===== src/rtl/pwm_dac_pkg.sv =====
// Shared definitions for the multi-channel PWM DAC.
//   AddrChBase : offset of channel 0 value register (channel n at +4n)
//   AddrSrc    : source-select mask register (bit n = 1 selects stream)
//   AddrEn     : output-enable mask register
//   bitrev()   : reverses the low w bits of a value (w <= RevMaxW)
// The fractional dither feature is built only when PWM_DITHER_EN is defined.
package pwm_dac_pkg;

  localparam logic [19:0] AddrChBase = 20'h20;
  localparam logic [19:0] AddrSrc    = 20'h40;
  localparam logic [19:0] AddrEn     = 20'h44;

  localparam int unsigned RevMaxW = 16;

  function automatic logic [RevMaxW-1:0] bitrev(input logic [RevMaxW-1:0] v,
                                                input int unsigned        w);
    logic [RevMaxW-1:0] r;
    logic [3:0]         dst;
    logic [3:0]         src;
    r = '0;
    for (int unsigned i = 0; i < RevMaxW; i++) begin
      dst = 4'(i);
      src = 4'(w - 1 - i);
      if (i < w) begin
        r[dst] = v[src];
      end
    end
    return r;
  endfunction

endpackage


===== src/rtl/pwm_dac_ch.sv =====
// One PWM DAC channel: source mux, double-buffered active value, optional
// dither compare and registered output.
//   clk_i, rst_i : clock, synchronous active-high reset
//   load         : high in the last cycle of a PWM period (cnt == 2^CW-1)
//   cnt          : shared period counter
//   ph_rev       : bit-reversed phase counter (PWM_DITHER_EN builds only)
//   reg_val      : bus-written channel value (duty:frac)
//   dat          : signed streaming sample
//   src_sel      : 1 selects the stream, 0 the register
//   en           : output enable
//   pwm          : registered PWM output
// Macro PWM_DITHER_EN enables the fractional dither.
module pwm_dac_ch
  import pwm_dac_pkg::*;
#(
  parameter int unsigned CW = 8,
  parameter int unsigned DW = 4,
  parameter int unsigned IW = 14
) (
  input  logic             clk_i,
  input  logic             rst_i,
  input  logic             load,
  input  logic [CW-1:0]    cnt,
`ifdef PWM_DITHER_EN
  input  logic [DW-1:0]    ph_rev,
`endif
  input  logic [CW+DW-1:0] reg_val,
  input  logic [IW-1:0]    dat,
  input  logic             src_sel,
  input  logic             en,
  output logic             pwm
);

  localparam int unsigned VW = CW + DW;

  logic [IW-1:0] dat_ob;
  logic [VW-1:0] strm_val;
  logic [VW-1:0] sel;
  logic [CW-1:0] duty_q;
  logic          extra;
  logic [CW:0]   thresh;
  logic          pwm_q;

  // Signed to offset binary, keep the top VW bits.
  assign dat_ob   = {~dat[IW-1], dat[IW-2:0]};
  assign strm_val = dat_ob[IW-1 -: VW];
  assign sel      = src_sel ? strm_val : reg_val;

  // Low stream bits below the DAC resolution are dropped on purpose.
  logic unused_dat;
  assign unused_dat = ^dat_ob;

  always_ff @(posedge clk_i) begin
    if (rst_i) begin
      duty_q <= '0;
    end else if (load) begin
      duty_q <= sel[VW-1:DW];
    end
  end

`ifdef PWM_DITHER_EN
  logic [DW-1:0] frac_q;

  always_ff @(posedge clk_i) begin
    if (rst_i) begin
      frac_q <= '0;
    end else if (load) begin
      frac_q <= sel[DW-1:0];
    end
  end

  // Bit-reversed phase spreads the lengthened periods evenly.
  assign extra = (ph_rev < frac_q);
`else
  assign extra = 1'b0;

  logic unused_frac;
  assign unused_frac = ^sel[DW-1:0];
`endif

  // One extra bit so duty = 2^CW-1 plus extra reaches a constant high.
  assign thresh = {1'b0, duty_q} + {{CW{1'b0}}, extra};

  always_ff @(posedge clk_i) begin
    if (rst_i) begin
      pwm_q <= 1'b0;
    end else begin
      pwm_q <= en & ({1'b0, cnt} < thresh);
    end
  end

  assign pwm = pwm_q;

endmodule


===== src/rtl/pwm_dac_multi.sv =====
// Multi-channel PWM DAC with bus-programmable values and streaming input.
//   clk_i, rst_i : clock, synchronous active-high reset
//   dat_i        : NCH signed stream samples, channel n at [n*IW +: IW]
//   pwm_o        : NCH PWM outputs
//   sys_addr, sys_wdata, sys_wen, sys_ren : bus request
//   sys_rdata, sys_ack, sys_err           : bus response (one cycle later)
// Holds the period/phase counters, register file and bus decode; one
// pwm_dac_ch per channel. Macro PWM_DITHER_EN enables fractional dither.
module pwm_dac_multi
  import pwm_dac_pkg::*;
#(
  parameter int unsigned NCH = 4,
  parameter int unsigned CW  = 8,
  parameter int unsigned DW  = 4,
  parameter int unsigned IW  = 14
) (
  input  logic              clk_i,
  input  logic              rst_i,
  input  logic [NCH*IW-1:0] dat_i,
  output logic [NCH-1:0]    pwm_o,
  input  logic [31:0]       sys_addr,
  input  logic [31:0]       sys_wdata,
  input  logic              sys_wen,
  input  logic              sys_ren,
  output logic [31:0]       sys_rdata,
  output logic              sys_err,
  output logic              sys_ack
);

  localparam int unsigned VW = CW + DW;

  logic [CW-1:0]  cnt_q;
  logic           load;
  logic [VW-1:0]  val_q [NCH];
  logic [NCH-1:0] src_q;
  logic [NCH-1:0] en_q;
  logic           ack_q;
  logic [31:0]    rdata_q;
  logic [31:0]    rdata_d;
  logic [19:0]    addr;

  assign addr = sys_addr[19:0];
  assign load = (cnt_q == '1);

  logic unused_bus;
  assign unused_bus = ^{sys_addr, sys_wdata};

  always_ff @(posedge clk_i) begin
    if (rst_i) begin
      cnt_q <= '0;
    end else begin
      cnt_q <= cnt_q + CW'(1);
    end
  end

`ifdef PWM_DITHER_EN
  logic [DW-1:0] ph_q;
  logic [DW-1:0] ph_rev;

  always_ff @(posedge clk_i) begin
    if (rst_i) begin
      ph_q <= '0;
    end else if (load) begin
      ph_q <= ph_q + DW'(1);
    end
  end

  assign ph_rev = DW'(bitrev(RevMaxW'(ph_q), DW));
`endif

  always_ff @(posedge clk_i) begin
    if (rst_i) begin
      for (int i = 0; i < NCH; i++) begin
        val_q[i] <= '0;
      end
      src_q <= '0;
      en_q  <= '0;
    end else if (sys_wen) begin
      for (int i = 0; i < NCH; i++) begin
        if (addr == AddrChBase + 20'(4 * i)) begin
          val_q[i] <= sys_wdata[VW-1:0];
        end
      end
      if (addr == AddrSrc) begin
        src_q <= sys_wdata[NCH-1:0];
      end
      if (addr == AddrEn) begin
        en_q <= sys_wdata[NCH-1:0];
      end
    end
  end

  // Read mux sees pre-write values, so a same-cycle write returns old data.
  always_comb begin
    rdata_d = '0;
    for (int i = 0; i < NCH; i++) begin
      if (addr == AddrChBase + 20'(4 * i)) begin
        rdata_d = 32'(val_q[i]);
      end
    end
    if (addr == AddrSrc) begin
      rdata_d = 32'(src_q);
    end
    if (addr == AddrEn) begin
      rdata_d = 32'(en_q);
    end
  end

  always_ff @(posedge clk_i) begin
    if (rst_i) begin
      ack_q   <= 1'b0;
      rdata_q <= '0;
    end else begin
      ack_q   <= sys_wen | sys_ren;
      rdata_q <= sys_ren ? rdata_d : '0;
    end
  end

  assign sys_ack   = ack_q;
  assign sys_rdata = rdata_q;
  assign sys_err   = 1'b0;

  for (genvar n = 0; n < NCH; n++) begin : g_ch
    pwm_dac_ch #(
      .CW(CW),
      .DW(DW),
      .IW(IW)
    ) u_ch (
      .clk_i  (clk_i),
      .rst_i  (rst_i),
      .load   (load),
      .cnt    (cnt_q),
`ifdef PWM_DITHER_EN
      .ph_rev (ph_rev),
`endif
      .reg_val(val_q[n]),
      .dat    (dat_i[n*IW +: IW]),
      .src_sel(src_q[n]),
      .en     (en_q[n]),
      .pwm    (pwm_o[n])
    );
  end

endmodule


===== config.mk =====
export PLATFORM = sky130hd
export DESIGN_NAME = pwm_dac_multi
export DESIGN_NICKNAME = d
export VERILOG_FILES = /design/src/rtl/pwm_dac_pkg.sv /design/src/rtl/pwm_dac_ch.sv /design/src/rtl/pwm_dac_multi.sv
export SDC_FILE = /design/constraint.sdc
export NUM_CORES = 1
export LEC_CHECK = 0
export CAP_MARGIN = 20
export CORE_MARGIN = 2
export CORE_UTILIZATION = 49
export DETAILED_ROUTE_END_ITERATION = 7
export PLACE_DENSITY = 0.87
export SLEW_MARGIN = 15
export SYNTH_ARGS = -nofsm -noshare
export SYNTH_HDL_FRONTEND = slang
export SYNTH_SLANG_ARGS = --single-unit

===== constraint.sdc =====
create_clock -name clk_i -period 9.2 [get_ports clk_i]
set_clock_uncertainty 0.2 [all_clocks]
set_input_delay 2.76 -clock clk_i [delete_from_list [all_inputs] [get_ports clk_i]]
set_output_delay 2.76 -clock clk_i [all_outputs]
set_load 0.01 [all_outputs]

After elaboration in Yosys (flattened, before gate mapping)
Memory sizes are Yosys's and may differ from the RTL's.
Cells that the tools add are included.
{"block": "totals", "reg_bits": 85, "latch_bits": 0, "mem_bits_rw": 48, "mem_bits_ro": 0, "input_bits": 124, "word_cells": 79, "mem_count": 1}
{"memory": "val_q", "depth": 4, "word_bits": 12, "rd": 4, "rd_clocked_by_memory_dff": 0, "write_ports": 4, "line": "pwm_dac_multi.sv:34", "rtl": "logic [VW-1:0] val_q [NCH];"}
{"block": "classes", "addsub": 1, "n_mul": 0, "div_mod_pow": 0, "order_cmp": 4, "eq_ne": 7, "shift": 0, "muxes": 32, "bitwise_logic": 14, "n_reduce_logical": 5}
{"op": "12-bit 2-to-1 mux", "count": 12}
{"op": "20-bit by 6-bit equality test with 1-bit output, second input constant", "count": 4}
{"op": "20-bit by 7-bit equality test with 1-bit output, second input constant", "count": 2}
{"op": "8-bit less-than comparator", "count": 4}
{"op": "1-bit 2-to-1 mux", "count": 18}
{"op": "8-bit by 1-bit adder with 8-bit output, second input constant", "count": 1}
{"op": "8-bit equality test, second input constant", "count": 1}
{"op": "4-bit 2-to-1 mux", "count": 2}
{"op": "7-bit OR reduction", "count": 1}
{"op": "1-bit NOT", "count": 5}
{"op": "1-bit OR", "count": 5}
{"op": "1-bit AND", "count": 4}
{"op": "2-bit AND reduction", "count": 2}
{"op": "4-bit OR reduction", "count": 1}
{"op": "2-bit OR reduction", "count": 1}

Depth between registers and ports, before layout
{"block": "logic_depth", "ltp_word": 7, "mapped_depth": 8, "ltp_nobuf": 7}

Cells and area by module
Synthesis repeated with hierarchy kept, for this count alone.
{"block": "unflattened", "cells_unflattened": 542, "area_unflattened_um2": 5883.1}
{"module": "pwm_dac_multi", "n_inst": 1, "cells_per_inst": 298, "area_per_inst_um2": 3656.0, "seq_area_each_um2": 2021.9}
{"module": "pwm_dac_ch", "n_inst": 4, "cells_per_inst": 61, "area_per_inst_um2": 556.8, "seq_area_each_um2": 180.2}

Worst setup path after synthesis
No wires, ideal clock.
{"block": "synth_timing", "kind": "in2reg", "start": "input port sys_addr[0]", "end": "memory val_q[3][0] in the netlist's numbering, enable pin", "setup_ps": 383, "arrival_ps": 4828, "required_ps": 8617, "setup_slack_ps": 3788, "path_stages": 5, "cell_sequence": "or4_4 > buf_6 > or4_1 > clkbuf_1 > o21bai_1"}
{"item": "start, declared", "line": "pwm_dac_multi.sv:21", "rtl": "input logic [31:0] sys_addr,"}
{"item": "end, declared", "line": "pwm_dac_multi.sv:34"}

==> metrics.log <==
[metrics] outcome: complete, no violations
[metrics] critical path data arrival time: 5.59 ns
[metrics] insertion delay to the later sink of the worst-skew pair: 0.42 ns
[metrics] sequential fraction of the synthesis area: 0.486
[metrics] final core utilization: 0.625
[metrics] Worst Hold Class: reg -> reg
[metrics] post-layout min period: 5.67 ns
[metrics] count of buffers added by post-CTS timing repair for setup: 0
[metrics] CP max FO: 22
[metrics] starting density of the core: 0.498
[metrics] antenna violations before repair: 0
[metrics] layout-stage area growth over the synthesis result: 25.4%
[metrics] vias per cell: 5.52
[metrics] pin count of the biggest net entering global routing: 65
[metrics] synthesized area per cell: 10.4 sq um
[metrics] detailed-routing iteration count for the pre-antenna-repair pass: 5
[metrics] complex-gate fraction of the synthesized area: 0.107
[metrics] Highest Clock Rate: 176 MHz
[metrics] max incr delay on CP: 1.12 ns
[metrics] Overall Global Routing Usage: 0.236
[metrics] die extent in y: 111 microns
[metrics] detailed-placement wirelength estimate: 10.0 mm
[metrics] Die X-Extent: 111 microns
[metrics] worst path cell trace: clkdlybuf4s50_1, nand2_1, or4_1, o21bai_1, buf_4
[metrics] count of state elements after synthesis: 113
[metrics] count of flip-flops with a built-in enable after synthesis: 48
[metrics] number of routed nets with antenna violations: 0
[metrics] post-synthesis cell count: 542
[metrics] crit start category: input port
[metrics] NumNets Final: 770
[metrics] RSZ-0062 raised after global routing: false
[metrics] Critical-path top delay cell: sky130_fd_sc_hd__clkdlybuf4s50_1
[metrics] worst setup path start: sys_addr[2]
[metrics] via count of the first global-routing pass: 4302
[metrics] Clock Root Buffer: sky130_fd_sc_hd__clkbuf_16
[metrics] Max rail drop VDD: 0.174 mV
[metrics] placement row count: 39
[metrics] endpoint kind of the worst setup timing path: flop
[metrics] Max Buffers Root-to-Sink: 2
[metrics] Hold Path Origin: g_ch[1].u_ch.duty_q[7]
[metrics] fraction of registers with async set/reset: 0
[metrics] total number of vias: 4265
[metrics] first-pass GRT wire length: 22.3 mm
[metrics] number of levels in the clock H-tree: 4
[metrics] final setup fails: 0
[metrics] TritonCTS buffer count: 17
[metrics] GPL Wtd Cong: 0.808
[metrics] number of top-level pins: 162
[metrics] fraction of final layout cells sized beyond drive strength 1: 0.0921
[metrics] TritonCTS clock tree: yes
[metrics] hold_buf cts: 0
[metrics] Req. time, crit path: 9.12 ns
[metrics] area used by multi-input combinational logic: 2530 sq um
[metrics] Leak Pwr: 0.00249 uW
[metrics] combinational family with the most area after synthesis: simple AND/OR/NAND/NOR gates
[metrics] final hold slack: 0.298 ns
[metrics] headroom to the max-slew limit: 0.283
[metrics] count of cell types in the netlist: 40
[metrics] clk sinks: 113
[metrics] share of synthesized area spent on multiplexers: 0.102
[metrics] dominant register cell in the synthesized netlist: sky130_fd_sc_hd__dfxtp_1
[metrics] Synth Area in Adders: 0.0643
[metrics] area share of xor/xnor cells in the synthesized design: 0.00932
[metrics] total standard cell area after synthesis: 5640 sq um
[metrics] footprint of the flip-flops and latches: 2740 sq um
[metrics] number of antenna diodes: 0
[metrics] final wirelength: 14.4 mm
[metrics] yosys warns: 0
[metrics] Port Buffers: 84
[metrics] Setup Crit Path Kind: in -> reg
[metrics] die area: 12400 sq um
[metrics] hold violation count in the final report: 0
[metrics] total power divided by cell area: 181 nW/um^2
[metrics] Post-Route Setup TNS: 0 ns
[metrics] clock input transition at the sequential cells of the worst setup and hold paths: 0.05 ns
[metrics] area of the core: 11300 sq um
[metrics] Post-route DRC: 0
[metrics] initial detailed-routing violation count: 344
[metrics] final worst-path cycle share: 0.617
[metrics] Layout fillers: 839
[metrics] final number of max-transition violations: 0
[metrics] post_cts resized: 0
[metrics] worst flop-to-flop path startpoint: cnt_q[1]
[metrics] post-synthesis share of cell area spent on and, or, nand and nor gates: 0.154
[metrics] max cap viols: 0
[metrics] remaining global-route overflow: 0
[metrics] average wire per standard cell: 18.6 microns
[metrics] Worst Tran Pin Value: 1.08 ns
-- final cells by class --
cell class / instances / area share
sequential: 113 / 0.388
multi-input combinational: 361 / 0.358
timing repair buffer: 90 / 0.126
clock buffer: 18 / 0.0607
tap: 143 / 0.0253
clock inverter: 14 / 0.0235
inverter: 34 / 0.0180
-- worst max-delay path: cells and delay by family --
kind	cells	cell delay (ns)
buffers and inverters	2	1.41
and+or+nand+nor	2	0.83
AOI/OAI and AO/OA	1	0.58
-- path summary, 6_finish.rpt --
path,to,slack [ns],cells past startpoint
worst min register to register,g_ch[1].u_ch.duty_q[7],0.30,2
worst max-delay path,val_q[3][4],3.53,5
worst min-delay path,g_ch[1].u_ch.duty_q[7],0.30,2
worst max register to register,g_ch[2].u_ch.duty_q[2],6.59,6
-- cells in the final DEF, fill, tap and decap left out, types with 5 or more instances in the layout --
master                            synthesis  final
sky130_fd_sc_hd__clkdlybuf4s50_1          0     83
sky130_fd_sc_hd__nor2_1                  74     74
sky130_fd_sc_hd__dfxtp_1                 65     65
sky130_fd_sc_hd__and2_1                  48     48
sky130_fd_sc_hd__edfxtp_1                48     48
sky130_fd_sc_hd__mux2i_1                 46     46
sky130_fd_sc_hd__inv_1                   34     34
sky130_fd_sc_hd__a211oi_1                32     32
sky130_fd_sc_hd__ha_1                    29     29
sky130_fd_sc_hd__conb_1                   1     21
sky130_fd_sc_hd__clkbuf_16                0     17
sky130_fd_sc_hd__o21ai_0                 12     12
sky130_fd_sc_hd__mux2_2                  10     10
sky130_fd_sc_hd__o221ai_1                10     10
sky130_fd_sc_hd__nand3_1                  9      9
sky130_fd_sc_hd__nand2_1                  9      9
sky130_fd_sc_hd__a21o_1                   8      8
sky130_fd_sc_hd__nand2b_1                 7      7
sky130_fd_sc_hd__clkinvlp_4               0      6
sky130_fd_sc_hd__buf_4                   25      5
-- per-stage QoR --
stage / total power [uW] / setup slack, ns / area (sq um) / std cells
final: 1280 / 3.53 / 7070 / 773
after global routing: 1310 / 3.41 / 7070 / 773
after CTS: 1280 / 3.59 / 7050 / 772
after detailed placement: 630 / 3.19 / 6460 / 740
after global placement: 626 / 3.00 / 6430 / 736
after floorplan: 590 / 3.79 / 5710 / 562
-- cells in the mapped netlist (all sizes together) (2+ instances only) --
cell,instances,area [sq um]
a2111oi,4,35.0
a211oi,32,240
a21o,8,60.1
a21oi,4,20.0
and2,48,300
buf,41,259
clkbuf,13,51.3
dfxtp,65,1300
edfxtp,48,1440
ha,29,363
inv,34,128
mux2,10,113
mux2i,46,460
nand2,9,33.8
nand2b,7,43.8
nand3,9,45.0
nor2,74,278
nor3,4,40.0
nor4,6,50.0
o211ai,2,15.0
o21a,4,30.0
o21ai,14,70.1
o21bai,4,30.0
o221ai,10,87.6
o22ai,2,12.5
or4,4,41.3
xnor2,3,26.3
xor2,3,26.3
-- per-layer routing --
| layer | track usage | routed length [microns] | vias up |
|---|---|---|---|
| li1 | - | - | 2016 |
| met1 | 0.271 | 5500 | 2022 |
| met2 | 0.421 | 7580 | 195 |
| met3 | 0.0612 | 1010 | 32 |
| met4 | 0.0864 | 313 | 0 |
| met5 | 0 | 0 | - |
-- where the power goes --
part	total [uW]	internal, uW	switching, uW	leakage, uW
logic	80.8	41.7	39.1	0.00123
registers	543	535	8.84	0.000980
clock network	657	423	234	0.000272
-- cell families after synthesis --
logic type                 Yosys count
AOI/OAI and AO/OA                   84
xor gates and xnor gates             6
adders and majority gates           29
buffers and inverters               88
DFF                                113
muxes                               56
other                                1
and+or+nand+nor                    165
-- state kept, by name (all words and copies together), names as in the netlist --
name	flops
src_q	4
en_q	4
cnt_q	8
g_ch.u_ch.duty_q	32
val_q	48
sys_rdata	12
g_ch.u_ch.pwm	4
sys_ack	1
Note: power is estimated with default switching activity, not from simulation.
